<file path="config.mk">
export PLATFORM = sky130hd
export DESIGN_NAME = cache_fill_fsm_flat
export DESIGN_NICKNAME = d
export VERILOG_FILES = /design/src/rtl/cache_fill_fsm_if.sv /design/src/rtl/cache_fill_fsm.sv /design/src/flat_wrapper.sv
export SDC_FILE = /design/constraint.sdc
export NUM_CORES = 1
export LEC_CHECK = 0
export ABC_AREA = 0
export BUFFER_PORTS_ARGS = -buffer_cell sky130_fd_sc_hd__buf_4
export CAP_MARGIN = 15
export CORE_MARGIN = 3
export CORE_UTILIZATION = 47
export CTS_CLUSTER_SIZE = 14
export DETAILED_ROUTE_END_ITERATION = 8
export PLACE_DENSITY_LB_ADDON = 0.08
export SYNTH_ARGS = -nofsm -noshare
export SYNTH_HDL_FRONTEND = slang
export SYNTH_SLANG_ARGS = --single-unit
</file>
<file path="constraint.sdc">
create_clock -name clk -period 1.65 [get_ports clk]
set_input_delay 0.0825 -clock clk [delete_from_list [all_inputs] [get_ports clk]]
set_output_delay 0.0825 -clock clk [all_outputs]
set_load 0.01 [all_outputs]
</file>
<file path="src/rtl/cache_fill_fsm_if.sv">
// cache_fill_fsm_if: miss/return inputs and fill/write outputs between a cache, its fill controller and main memory
interface cache_fill_fsm_if #(
    parameter int ADDR_W = 16,
    parameter int CNT_W  = 3
);
    logic              miss_detected;
    logic [ADDR_W-1:0] miss_address;
    logic              memory_data_valid;
    logic              fsm_busy;
    logic              mem_read_en;
    logic [ADDR_W-1:0] memory_address;
    logic              write_data_array;
    logic [CNT_W-1:0]  word_index;
    logic              write_tag_array;
    logic              fill_done;

    modport master (
        output miss_detected, miss_address, memory_data_valid,
        input  fsm_busy, mem_read_en, memory_address, write_data_array,
               word_index, write_tag_array, fill_done
    );

    modport slave (
        input  miss_detected, miss_address, memory_data_valid,
        output fsm_busy, mem_read_en, memory_address, write_data_array,
               word_index, write_tag_array, fill_done
    );
endinterface

</file>
<file path="src/rtl/cache_fill_fsm.sv">
// cache_fill_fsm: fetches a missed cache block word by word from main memory and writes it plus its tag into the cache
module cache_fill_fsm #(
    parameter int WORDS_PER_BLOCK = 8,
    parameter int ADDR_W          = 16
) (
    input logic            clk,
    input logic            rst_n,
    cache_fill_fsm_if.slave bus
);
    localparam int CNT_W = $clog2(WORDS_PER_BLOCK);
    localparam int OFF_W = CNT_W + 1;

    typedef enum logic {IDLE, FILL} state_t;

    state_t            state_q, state_d;
    logic [CNT_W:0]    issue_cnt_q, issue_cnt_d;
    logic [CNT_W-1:0]  recv_cnt_q, recv_cnt_d;
    logic [ADDR_W-1:0] base_q, base_d;

    // State, counters and block base register; reset aborts any fill in flight
    always_ff @(posedge clk) begin
        if (!rst_n) begin
            state_q     <= IDLE;
            issue_cnt_q <= '0;
            recv_cnt_q  <= '0;
            base_q      <= '0;
        end else begin
            state_q     <= state_d;
            issue_cnt_q <= issue_cnt_d;
            recv_cnt_q  <= recv_cnt_d;
            base_q      <= base_d;
        end
    end

    // Next state and outputs: capture on miss, issue reads until all sent, write returns until the last word
    always_comb begin
        state_d              = state_q;
        issue_cnt_d          = issue_cnt_q;
        recv_cnt_d           = recv_cnt_q;
        base_d               = base_q;
        bus.fsm_busy         = 1'b0;
        bus.mem_read_en      = 1'b0;
        bus.memory_address   = '0;
        bus.write_data_array = 1'b0;
        bus.word_index       = '0;
        bus.write_tag_array  = 1'b0;
        bus.fill_done        = 1'b0;
        if (state_q == IDLE) begin
            if (bus.miss_detected) begin
                state_d     = FILL;
                base_d      = {bus.miss_address[ADDR_W-1:OFF_W], OFF_W'(0)};
                issue_cnt_d = '0;
                recv_cnt_d  = '0;
            end
        end else begin
            bus.fsm_busy         = 1'b1;
            bus.mem_read_en      = issue_cnt_q < OFF_W'(WORDS_PER_BLOCK);
            bus.memory_address   = base_q + (ADDR_W'(issue_cnt_q) << 1);
            issue_cnt_d          = bus.mem_read_en ? issue_cnt_q + OFF_W'(1) : issue_cnt_q;
            bus.write_data_array = bus.memory_data_valid;
            bus.word_index       = recv_cnt_q;
            recv_cnt_d           = bus.memory_data_valid ? recv_cnt_q + CNT_W'(1) : recv_cnt_q;
            if (bus.memory_data_valid && recv_cnt_q == CNT_W'(WORDS_PER_BLOCK - 1)) begin
                bus.write_tag_array = 1'b1;
                bus.fill_done       = 1'b1;
                state_d             = IDLE;
            end
        end
    end
endmodule

</file>
<file path="src/flat_wrapper.sv">
// flat-port wrapper written by rule: the top's interface ports become plain ports
module cache_fill_fsm_flat 
#(
    parameter int WORDS_PER_BLOCK = 8,
    parameter int ADDR_W          = 16
)
  (clk, rst_n, bus_miss_detected, bus_miss_address, bus_memory_data_valid, bus_fsm_busy, bus_mem_read_en, bus_memory_address, bus_write_data_array, bus_word_index, bus_write_tag_array, bus_fill_done);
  cache_fill_fsm_if #(.ADDR_W(ADDR_W)) bus_i ();
  input logic clk;
  input logic rst_n;
  input wire logic [$bits(bus_i.miss_detected)-1:0] bus_miss_detected;
  input wire logic [$bits(bus_i.miss_address)-1:0] bus_miss_address;
  input wire logic [$bits(bus_i.memory_data_valid)-1:0] bus_memory_data_valid;
  output wire logic [$bits(bus_i.fsm_busy)-1:0] bus_fsm_busy;
  output wire logic [$bits(bus_i.mem_read_en)-1:0] bus_mem_read_en;
  output wire logic [$bits(bus_i.memory_address)-1:0] bus_memory_address;
  output wire logic [$bits(bus_i.write_data_array)-1:0] bus_write_data_array;
  output wire logic [$bits(bus_i.word_index)-1:0] bus_word_index;
  output wire logic [$bits(bus_i.write_tag_array)-1:0] bus_write_tag_array;
  output wire logic [$bits(bus_i.fill_done)-1:0] bus_fill_done;
  assign bus_i.miss_detected = bus_miss_detected;
  assign bus_i.miss_address = bus_miss_address;
  assign bus_i.memory_data_valid = bus_memory_data_valid;
  assign bus_fsm_busy = bus_i.fsm_busy;
  assign bus_mem_read_en = bus_i.mem_read_en;
  assign bus_memory_address = bus_i.memory_address;
  assign bus_write_data_array = bus_i.write_data_array;
  assign bus_word_index = bus_i.word_index;
  assign bus_write_tag_array = bus_i.write_tag_array;
  assign bus_fill_done = bus_i.fill_done;
  cache_fill_fsm #(.WORDS_PER_BLOCK(WORDS_PER_BLOCK), .ADDR_W(ADDR_W)) u_core (.clk(clk), .rst_n(rst_n), .bus(bus_i));
endmodule
</file>
==> metrics.yaml <==
htree_num_levels: 1
finalCriticalPeriod_ns: 1.78
routedWlPerCell_um: 13.0
seqPwrFrac_pct: 56.6
synthCells: 151
setup_ws_ns: -0.127
finalSetupTns_ns: -0.624
p_comb_share_pct: 19.5
cap_viol_max_count: 0
netlist_top_cells_area: "dfxtp_1, nand2_1, a21boi_0"
port-buffer-count: 38
hpwl_um: 1980
fill_cells: 180
antenna_cells: 0
postLayoutCoreUtil_pct: 74.3
p_total_uw: 930
track_usage_pct: 19.5
hold_viol: 0
clock_path_buffers: 2
synth.distinct_cells: 29
cp.required_ns: 1.57
cts_tree: "built"
crit_path_frequent_cell: "buf_4"
clk_pin_slew_ns: 0.11
clock.fmax_ghz: 0.563
worst-setup-path-type: "reg -> out"
area_growth_pct: 45.7
yosysSeqAreaShare_pct: 34.2
met3_length_um: 213
grt_pass1_wl_um: 4930
layout_commonest_cell: "buf_4"
final_area_um2: 1710
fp.dieH_um: 55.9
top_layer_used: "met4"
worstPathArrival_ns: 1.69
routed_via_density: 5.38
rsz0062_at_grt: "yes"
powerDensity_nw_per_um2: 545
cpLargestDelayFamily: "simple AND/OR/NAND/NOR gates"
setup_viol: 6
p_switching_uw: 254
power.leakage_nw: 0.750
drt_first_pass_iters: 4
setup.worst_path.end_class: "output port"
clock_skew_ns: 0.00408
ys_ff_latch: 20
slew_violations: 0
clkSinkCount: 20
final_cell_mix: "buf_4, nand2_1, a21boi_0"
drc_errors: 0
outcome: "finished with violations"
synth_area_um2: 1170
grt-ovfl-total: 0
crit_fanout: 3
antenna_found_initial: 0
num_io_pins: 44
synth-main-ff-cell: "dfxtp_1"
synth_top_cell_area_share_pct: 34.2
grt_pass1_vias: 1112
synth_largest_area_cell: "dfxtp_1"
synth_edf_count: 0
die_w_um: 55.9
drt-initial-drc-count: 34
wl_met1_um: 1330
yosys_warnings: 0
p_sw_share_pct: 27.3
slowest_stage: "or4_1"
coreArea_um2: 2300
hold_ws_ns: 0.0280
peakVddDrop_uv: 390
start_util_pct: 51.0
dp_slack_ns: 0.0300
post-route-period-util_pct: 108
num_vias: 1237
slowest_delay_ns: 0.48
crit_buf_inv: 2
mappedNetlistNets: 176
grt_max_degree: 21
final_cells: 230
clkPwrFrac_pct: 24.0
insertion_delay_ns: 0.29
failed_checks: "setup timing"
place_congestion: 0.803
clock_tree.root_cell: "clkbuf_4"
synth.avg_cell_area_um2: 7.76
num_rows: 17
nNetsFinal: 229
crit_chain: "nand4_1 -> buf_4 -> or4_1 -> a21oi_2 -> buf_4"
p_int_uw: 676
drive_gt1_share_pct: 40.6
hold_path.class: "in -> reg"
dpl_cell_area_um2: 1500
totalWireLength_um: 3000
met2_length_um: 1430
async_reset_ff_share_pct: 0
dieArea_um2: 3130
dp_cells: 215
cts_made_buffers: 3
antenna_left: 0
start_kind: "flip-flop"
[path summary, 6_finish.rpt]
check                                               startpoint                              to  slack, ns  depth (start not counted)
worst max-delay path            u_core.base_q[12]$_SDFFE_PN0P_          bus_memory_address[14]      -0.13                          5
worst min register to register  u_core.base_q[14]$_SDFFE_PN0P_  u_core.base_q[14]$_SDFFE_PN0P_       0.50                          2
worst min-delay path                      bus_miss_address[11]  u_core.base_q[11]$_SDFFE_PN0P_       0.03                          3
worst max register to register       u_core.state_q$_SDFF_PN0_   u_core.base_q[4]$_SDFFE_PN0P_       0.25                          4
[layer usage]
layer  track usage (%)  vias to the layer above
li1                  -                      622
met1              26.1                      568
met2              30.9                       45
met3              3.48                        2
met4              8.14                        0
met5                 0                        -
[cell families after synthesis]
| logic type | share of synthesized area [%] |
|---|---|
| buffers and inverters | 6.30 |
| and+or+nand+nor | 30.9 |
| xor gates and xnor gates | 3.74 |
| AOI/OAI and AO/OA | 18.4 |
| muxes | 0.855 |
| adders and majority gates | 5.34 |
| DFF | 34.2 |
| other | 0.320 |
[state kept, by name, indices dropped and copies added (netlist names)]
signal and count:
u_core.recv_cnt_q 3, u_core.issue_cnt_q 4, u_core.base_q 12, u_core.state_q 1
[worst reg2reg max path, stage by stage, from the launching register on]
cell      delay [ns]
dfxtp_1         0.42
nand2b_1        0.40
buf_4           0.24
nand2_1         0.06
a21boi_0        0.21
[area by class of cell]
cell class / count / area (µm²) / share of cell area, %
timing repair buffer: 58 / 439 / 25.7
tap: 28 / 35.0 / 2.05
inverter: 4 / 17.5 / 1.03
sequential: 20 / 430 / 25.2
clock buffer: 3 / 22.5 / 1.32
multi-input combinational: 117 / 762 / 44.6
[what timing repair did]
item,in CTS,in global routing
resized for setup,26,4
endpoints found under the setup margin,7,7
buffers inserted,9,2
pin swaps,10,3
cloned,1,0
hold buffers,0,0
[power groups by stage]
stage	Clock, mW	Sequential (mW)	Combinational [mW]
after global routing	0.258	0.531	0.200
after CTS	0.223	0.527	0.176
after detailed placement	0	0.539	0.164
after floorplan	0	0.536	0.0871
after global placement	0	0.537	0.160
final	0.223	0.526	0.181
[Yosys cell counts (2+ instances only)]
cell and n:
or4_1 5, xnor2_1 2, nand2_1 31, ha_1 5, inv_1 4, a21boi_0 15, o31ai_1 5, o21a_1 2
nand3_1 7, o21ai_0 3, buf_2 2, buf_4 2, and3_1 4, nor2_1 7, nand4_1 3, and2_1 8
xor2_1 3, clkbuf_1 6, a21oi_1 7, dfxtp_1 20, nand2b_1 2
Power figures use the tool's default switching activity.
